$ cat config.mk
export PLATFORM = sky130hd
export DESIGN_NAME = l1_ahb_mtx_dec_param
export DESIGN_NICKNAME = d
export VERILOG_FILES = /design/src/rtl/l1_ahb_mtx_dec_param.sv
export SDC_FILE = /design/constraint.sdc
export NUM_CORES = 1
export LEC_CHECK = 0
export BUFFER_PORTS_ARGS = -buffer_cell sky130_fd_sc_hd__clkbuf_2
export CORE_AREA = 10 10 124 126
export CTS_CLUSTER_SIZE = 10
export DETAILED_ROUTE_END_ITERATION = 6
export DIE_AREA = 0 0 134 136
export PLACE_DENSITY_LB_ADDON = 0.08
export SLEW_MARGIN = 10
export SYNTH_ARGS = -nofsm -noshare
export SYNTH_HDL_FRONTEND = slang
export SYNTH_SLANG_ARGS = --single-unit
$ cat constraint.sdc
create_clock -name HCLK -period 2.5 [get_ports HCLK]
set_input_delay 0.375 -clock HCLK [delete_from_list [all_inputs] [get_ports HCLK]]
set_output_delay 0.375 -clock HCLK [all_outputs]
set_load 0.02 [all_outputs]
$ cat src/rtl/l1_ahb_mtx_dec_param.sv
// Parametrised output-port decoder for one input stage of the L1 AHB matrix.
// Region decode, one-hot selects, data-phase response mux, ERROR default slave, error capture.
module l1_ahb_mtx_dec_param #(
  parameter int unsigned                 NUM_PORTS    = 3,
  parameter int unsigned                 DATA_W       = 32,
  parameter logic [22*NUM_PORTS-1:0]     REGION_BASE  = {22'h0c0000, 22'h080000, 22'h040000},
  parameter logic [22*NUM_PORTS-1:0]     REGION_LIMIT = {22'h0fffff, 22'h08003f, 22'h04003f},
  parameter int unsigned                 ERR_CNT_W    = 8
) (
  input  logic                          HCLK,
  input  logic                          HRESET,
  input  logic                          HREADYS,
  input  logic                          sel_dec,
  input  logic [21:0]                   decode_addr_dec,
  input  logic [1:0]                    trans_dec,
  input  logic [NUM_PORTS-1:0]          region_en,
  input  logic [NUM_PORTS-1:0]          active_dec_i,
  input  logic [NUM_PORTS-1:0]          readyout_dec_i,
  input  logic [2*NUM_PORTS-1:0]        resp_dec_i,
  input  logic [DATA_W*NUM_PORTS-1:0]   rdata_dec_i,
  input  logic [DATA_W*NUM_PORTS-1:0]   ruser_dec_i,
  input  logic                          err_clr,
  output logic [NUM_PORTS-1:0]          sel_dec_o,
  output logic                          active_dec,
  output logic                          HREADYOUTS,
  output logic [1:0]                    HRESPS,
  output logic [DATA_W-1:0]             HRDATAS,
  output logic [DATA_W-1:0]             HRUSERS,
  output logic                          err_valid,
  output logic [21:0]                   err_addr,
  output logic [ERR_CNT_W-1:0]          err_cnt
);

  localparam int unsigned    PW     = $clog2(NUM_PORTS + 1);
  localparam logic [PW-1:0]  DftIdx = PW'(NUM_PORTS);

  typedef enum logic [1:0] {StIdle, StErr1, StErr2} dft_state_e;

  dft_state_e           state_q, state_d;
  logic                 dft_ready_q;
  logic [1:0]           dft_resp_q;
  logic [PW-1:0]        hit_idx, addr_port;
  logic [PW-1:0]        data_port_q, data_port_d;
  logic                 dft_sel, dft_accept;
  logic                 err_valid_q, err_valid_d;
  logic [21:0]          err_addr_q, err_addr_d;
  logic [ERR_CNT_W-1:0] err_cnt_q, err_cnt_d;

  // Descending scan so the lowest-index hit is the one left standing.
  always_comb begin
    hit_idx = DftIdx;
    for (int i = int'(NUM_PORTS) - 1; i >= 0; i--) begin
      if (region_en[i] &&
          decode_addr_dec >= REGION_BASE[22*i +: 22] &&
          decode_addr_dec <= REGION_LIMIT[22*i +: 22]) begin
        hit_idx = PW'(i);
      end
    end
  end

  // IDLE during a real port's data phase keeps that port selected.
  always_comb begin
    if (trans_dec == 2'b00 && data_port_q != DftIdx) begin
      addr_port = data_port_q;
    end else begin
      addr_port = hit_idx;
    end
  end

  always_comb begin
    sel_dec_o  = '0;
    active_dec = 1'b1;
    for (int i = 0; i < int'(NUM_PORTS); i++) begin
      sel_dec_o[i] = sel_dec && (addr_port == PW'(i));
      if (addr_port == PW'(i)) begin
        active_dec = active_dec_i[i];
      end
    end
  end

  assign dft_sel     = sel_dec && (addr_port == DftIdx);
  assign dft_accept  = dft_sel && HREADYS && trans_dec[1];
  assign data_port_d = HREADYS ? addr_port : data_port_q;

  always_comb begin
    HREADYOUTS = dft_ready_q;
    HRESPS     = dft_resp_q;
    HRDATAS    = '0;
    HRUSERS    = '0;
    for (int i = 0; i < int'(NUM_PORTS); i++) begin
      if (data_port_q == PW'(i)) begin
        HREADYOUTS = readyout_dec_i[i];
        HRESPS     = resp_dec_i[2*i +: 2];
        HRDATAS    = rdata_dec_i[DATA_W*i +: DATA_W];
        HRUSERS    = ruser_dec_i[DATA_W*i +: DATA_W];
      end
    end
  end

  always_comb begin
    state_d = state_q;
    unique case (state_q)
      StIdle:  if (dft_accept) state_d = StErr1;
      StErr1:  state_d = StErr2;
      StErr2:  state_d = dft_accept ? StErr1 : StIdle;
      default: state_d = StIdle;
    endcase
  end

  // Default-slave outputs are registered from the next state.
  always_ff @(posedge HCLK or posedge HRESET) begin
    if (HRESET) begin
      state_q     <= StIdle;
      dft_ready_q <= 1'b1;
      dft_resp_q  <= 2'b00;
    end else begin
      state_q     <= state_d;
      dft_ready_q <= (state_d != StErr1);
      dft_resp_q  <= (state_d == StIdle) ? 2'b00 : 2'b01;
    end
  end

  // Clear wins over a same-cycle capture.
  always_comb begin
    err_valid_d = err_valid_q;
    err_addr_d  = err_addr_q;
    err_cnt_d   = err_cnt_q;
    if (err_clr) begin
      err_valid_d = 1'b0;
      err_addr_d  = '0;
      err_cnt_d   = '0;
    end else if (dft_accept) begin
      if (err_cnt_q != {ERR_CNT_W{1'b1}}) begin
        err_cnt_d = err_cnt_q + 1'b1;
      end
      if (!err_valid_q) begin
        err_valid_d = 1'b1;
        err_addr_d  = decode_addr_dec;
      end
    end
  end

  always_ff @(posedge HCLK or posedge HRESET) begin
    if (HRESET) begin
      data_port_q <= DftIdx;
      err_valid_q <= 1'b0;
      err_addr_q  <= '0;
      err_cnt_q   <= '0;
    end else begin
      data_port_q <= data_port_d;
      err_valid_q <= err_valid_d;
      err_addr_q  <= err_addr_d;
      err_cnt_q   <= err_cnt_d;
    end
  end

  assign err_valid = err_valid_q;
  assign err_addr  = err_addr_q;
  assign err_cnt   = err_cnt_q;

endmodule

==> impl_metrics.json, run 1 <==
{
  "status": "completed",
  "start_util_pct": 24.46,
  "fmax_mhz": 424.8,
  "fp.coreArea_um2": 12980,
  "path_buf_inv": 2,
  "die_y_um": 136,
  "avgSynthCellArea_um2": 8.266,
  "p_clk_share_pct": 36.3,
  "core.rowCount": 42,
  "clkTransAtPathRegs_ns": 0.06,
  "hold_class": "in -> async",
  "clock_skew_ns": 0.01073,
  "yosysWarningCount": 0,
  "clk_latency_ns": 0.28,
  "slew_headroom_pct": 54.68,
  "p_per_area_nw_per_um2": 331.4,
  "first_pass_iters": 4,
  "netlist_area_um2": 3174,
  "synth-async-reset-ratio_pct": 100.0,
  "fin_tns_setup_ns": 0,
  "synth-seq-cells": 37,
  "place_area_um2": 5106,
  "die-area_um2": 18220,
  "power_leakage_nw": 3.371,
  "postRouteAntennaNets": 0,
  "grt_use_total_pct": 17.19,
  "grt_max_degree": 49,
  "synth-seq-area-share_pct": 29.29,
  "path_cells": "nor3_1, a31oi_1, o21ai_0, buf_4, nor3_1, a21oi_1, clkbuf_2",
  "drc": 0,
  "finalInstanceArea_um2": 5278,
  "cts_buffer_depth": 2,
  "die_w_um": 134,
  "whs_ns": 0.1887,
  "num_io_pins": 338,
  "setup_viol": 0,
  "hold_violations": 0,
  "critPathKind": "reg -> out",
  "grt_overflow": 0,
  "mostFrequentLayoutCells": "clkbuf_2 (337), mux2i_1 (89), nand2_1 (70)",
  "p_switching_uw": 487.6,
  "maxCapViolCount": 0,
  "rsz0062_at_grt": "no",
  "grt_pass1_vias": 4262,
  "endpoint_kind": "primary output",
  "wl_mm": 17.21,
  "slew_violations": 0,
  "synth_flop_cell": "dfrtp_1",
  "critPathTopFamily": "flip-flops",
  "synthCells": 384,
  "grt_pass1_wl_mm": 24.92,
  "cts_root_buf": "clkbuf_16",
  "place_congestion": 0.8775,
  "worst_pin_slew_ns": 0.6798,
  "drive_gt1_share_pct": 53.08,
  "p_sw_share_pct": 27.88,
  "seqPwrFrac_pct": 36.1,
  "crit_slowest_cell": "dfstp_4",
  "yosysUniqueCellTypes": 42,
  "detail_route.vias_per_cell": 4.643,
  "antenna_found_initial": 0,
  "syn_nets": 621,
  "post_cts_buffers": 0,
  "layout_commonest_cell": "clkbuf_2",
  "slowest_delay_ns": 0.77,
  "hpwl_mm": 14.70,
  "port-buffer-count": 337,
  "cp.arrival_ns": 1.98,
  "wire_per_inst_um": 19.34,
  "cp_common_cell": "nor3_1",
  "period_share_pct": 94.16,
  "crit_path_max_fanout": 14,
  "nets": 950,
  "vias": 4132,
  "cts_tree": "done",
  "syn_to_final_growth_pct": 66.26,
  "intPower_mw": 1.261,
  "worstPathRequired_ns": 2.12,
  "htree_levels": 2,
  "synth_edf_count": 0,
  "startpoint_type": "flop",
  "vdd_drop_max_mv": 0.2947,
  "clock_sinks": 37,
  "drt_iter0_markers": 179,
  "period_needed_ns": 2.354,
  "cts_buffers": 5,
  "diodes": 0,
  "power_frac_comb_pct": 27.6
}
==> cell usage after synthesis (2+ instances only) <==
cell type	n	area (µm²)
a311oi_1	3	26.28
nor2b_1	4	25.02
o211ai_4	3	63.81
nand3_1	3	15.01
buf_6	2	22.52
and3_2	2	15.01
o21ai_0	68	340.3
or3_1	2	12.51
buf_2	11	55.05
mux4_2	2	45.04
nor3_1	4	20.02
nor4_1	2	12.51
mux2i_1	89	890.9
a21oi_1	8	40.04
clkbuf_1	15	56.30
nor2_1	28	105.1
nand4_1	2	12.51
nand2_1	70	262.8
dfrtp_1	34	850.8
nand2b_1	3	18.77
dfstp_2	3	78.83
inv_1	6	22.52
==> registers in the layout, indices dropped and copies added, names as in the netlist <==
name,flops
err_addr,22
err_cnt,8
data_port_q,2
state_q,2
dft_ready_q,1
dft_resp_q,1
err_valid,1
==> cell type report <==
cell class,instances,area (µm²)
fill,1385,7702
multi-input combinational,313,2117
timing repair buffer,350,1834
sequential,37,933.4
tap,176,220.2
clock buffer,7,142.6
inverter,6,22.52
clock inverter,1,7.507
==> power groups by stage <==
stage | Sequential, mW | Clock, mW | Combinational, mW
3_5_place_dp | 0.641 | 0 | 0.484
6_report | 0.631 | 0.635 | 0.483
4_1_cts | 0.632 | 0.656 | 0.487
2_1_floorplan | 0.652 | 0 | 0.200
5_1_grt | 0.634 | 0.685 | 0.530
3_3_place_gp | 0.642 | 0 | 0.476
==> routing by layer <==
metal	part of all wire, %	GRT usage, %
met5	0	0
met4	1.6	4.051
met3	6.8	3.948
met2	54	32.35
met1	38	19.11
==> worst paths after layout <==
kind                           startpoint             end  slack, ns  cells after the start
max                        data_port_q[0]      active_dec       0.15                      7
min                                HRESET    err_addr[19]       0.19                      3
max reg2reg                    err_cnt[0]      err_cnt[5]       0.63                      6
min reg2reg                    state_q[1]      state_q[1]       0.40                      1
max in group asynchronous          HRESET     dft_ready_q       1.95                      3
min in group HCLK                 HREADYS  data_port_q[0]       0.31                      2
==> worst register-to-register path, stage by stage (launching register included) <==
cell and delay [ns]:
dfrtp_1 0.41, ha_1 0.23, and2_2 0.23, nand4_1 0.15, o211ai_4 0.13, or4_1 0.48
a21oi_1 0.15
==> cell families after synthesis <==
family	count (synthesis)	synth area share (%)
compound gates	90	17.07
xor+xnor	1	0.2760
fa+ha+maj	1	0.3941
buf+inv	34	4.927
flops	37	29.29
mux	92	29.84
simple gates	129	18.21
==> metrics by stage <==
stage / cells / util, % / worst slack, ns / power (mW)
detailed placement: 882 / 39.34 / 0.1464 / 1.126
floorplan: 384 / - / 0.2705 / 0.8520
global placement: 882 / 39.34 / 0.1769 / 1.118
global route: 890 / 40.66 / 0.005871 / 1.848
finish: 890 / 40.66 / 0.1459 / 1.749
CTS: 890 / 40.50 / 0.1367 / 1.775
==> repair_timing <==
action                                  CTS  global route
endpoints found under the setup margin    0             1
gates resized for setup                   0             3
hold buffers                              0             0
Power figures use the tool's default switching activity.
==> run 2, diff against run 1 <==
- PLACE_DENSITY: not set -> 0.69
- PLACE_DENSITY_LB_ADDON: 0.08 -> not set
==> run 2 against run 1 <==
Against the previous run:
- critical path depth decreased by 2
- cell count increased by 0.56%
- sequential share of layout area decreased by 0.088 points
- hold slack got worse by 0.0046 ns
- largest power group unchanged
- first-iteration DRC count increased by 9.5%
- die area unchanged
- largest cell class unchanged
- highest routed layer unchanged
- non-clock buffer count decreased by 1
- global-route usage decreased by 0.68 points
==> impl_metrics.json, run 2 (synthesis gave the netlist of run 1 again) <==
{
  "core.rowCount": 42,
  "vdd_drop_max_mv": 0.3268,
  "worstPathRequired_ns": 2.12,
  "cts_buffers": 5,
  "p_switching_uw": 471.5,
  "intPower_mw": 1.286,
  "largest_reg_flops": 22,
  "place_ws_ns": 0.09265,
  "postRouteAntennaNets": 0,
  "die_w_um": 134,
  "place_area_um2": 5111,
  "finalInstanceArea_um2": 5304,
  "period_share_pct": 94.04,
  "cts_tree": "done",
  "syn_to_final_growth_pct": 67.09,
  "drive_gt1_share_pct": 53.16,
  "postCtsHoldBufs": 0,
  "htree_levels": 2,
  "seqPwrFrac_pct": 35.8,
  "nets": 949,
  "clkTransAtPathRegs_ns": 0.05,
  "wl_mm": 16.50,
  "clock_skew_ns": 0.002715,
  "maxCapViolCount": 0,
  "reg2regPathDepth": 6,
  "drc": 0,
  "fin_cells": 895,
  "status": "completed",
  "first_pass_iters": 5,
  "drt_iter0_markers": 196,
  "cp.arrival_ns": 1.98,
  "cts_root_buf": "clkbuf_16",
  "setup_viol": 0,
  "post_cts_buffers": 0,
  "power_leakage_nw": 3.386,
  "grt_max_degree": 68,
  "startpoint_type": "flop",
  "reg2reg_slack_ns": 0.64,
  "dp_cells": 881,
  "die_y_um": 136,
  "p_clk_share_pct": 36.7,
  "wire_per_inst_um": 18.43,
  "slew_violations": 0,
  "start_util_pct": 24.46,
  "port-buffer-count": 337,
  "clk_latency_ns": 0.27,
  "hold_violations": 0,
  "p_sw_share_pct": 26.83,
  "num_io_pins": 338,
  "fin_tns_setup_ns": 0,
  "layout_commonest_cell": "clkbuf_2",
  "period_needed_ns": 2.351,
  "power_frac_comb_pct": 27.5,
  "cts_buffer_depth": 2,
  "place_congestion": 0.8903,
  "grt_pass1_vias": 4134,
  "rsz0062_at_grt": "no",
  "hold_class": "in -> async",
  "worst_pin_slew_ns": 0.6112,
  "slew_headroom_pct": 59.25,
  "clock_sinks": 37,
  "antenna_found_initial": 6,
  "detail_route.vias_per_cell": 4.640,
  "grt_pass1_wl_mm": 24.07,
  "endpoint_kind": "primary output",
  "vias": 4153,
  "fp.coreArea_um2": 12980,
  "setup_slack_ns": 0.1491,
  "crit_path_max_fanout": 26,
  "critPathKind": "reg -> out",
  "mostFrequentLayoutCells": "clkbuf_2 (337), mux2i_1 (89), nand2_1 (70)",
  "p_per_area_nw_per_um2": 331.3,
  "postLayoutCoreUtil_pct": 40.86,
  "grt_use_total_pct": 16.51,
  "grt_overflow": 0,
  "hpwl_mm": 14.18,
  "die-area_um2": 18220,
  "fmax_mhz": 425.4
}
-- run 2: critical path, cell delays in order (launching register included) --
cell and delay [ns]:
dfstp_4 0.69, buf_12 0.22, mux2i_1 0.10, o21ai_0 0.31, buf_4 0.18, clkbuf_2 0.17
-- run 2: worst paths after layout --
kind	startpoint	to
setup / recovery	data_port_q[0]	HRUSERS[29]
hold / removal	HRESET	err_addr[4]
setup reg to reg	err_cnt[0]	err_cnt[5]
hold reg to reg	state_q[1]	state_q[1]
max in group asynchronous	HRESET	dft_ready_q
min in group HCLK	HREADYS	data_port_q[0]
-- run 2: cell type report --
| class | count | area (µm²) |
|---|---|---|
| Antenna cell | 6 | 15.01 |
| Clock buffer | 7 | 152.6 |
| Clock inverter | 1 | 5.005 |
| Fill cell | 1363 | 7676 |
| Inverter | 6 | 22.52 |
| Multi-Input combinational cell | 313 | 2116 |
| Sequential cell | 37 | 933.4 |
| Tap cell | 176 | 220.2 |
| Timing Repair Buffer | 349 | 1839 |
-- run 2: what timing repair did --
action	4_1_cts	5_1_grt
resized for setup	0	3
endpoints found under the setup margin	0	1
endpoints found under the hold margin	0	0
-- run 2: stage by stage --
stage / hold slack, ns / total power, mW
floorplan: 0.3844 / 0.8520
global route: 0.2544 / 1.855
CTS: 0.2005 / 1.776
global placement: 0.3978 / 1.116
detailed placement: 0.4036 / 1.125
finish: 0.1841 / 1.757
-- run 2: power by group through the flow --
stage / sequential, mW / combinational, mW / clock [mW]
floorplan: 0.652 / 0.200 / 0
global placement: 0.640 / 0.476 / 0
detailed placement: 0.640 / 0.485 / 0
CTS: 0.630 / 0.487 / 0.659
global route: 0.631 / 0.532 / 0.692
finish: 0.630 / 0.483 / 0.644
-- run 2: routing by layer --
metal / track usage [%] / up-vias / part of all wire [%]
met5: 0 / - / 0
met4: 5.320 / 0 / 1.7
met3: 4.022 / 19 / 7.1
met2: 30.48 / 192 / 53
met1: 18.18 / 1913 / 38
li1: - / 2029 / -
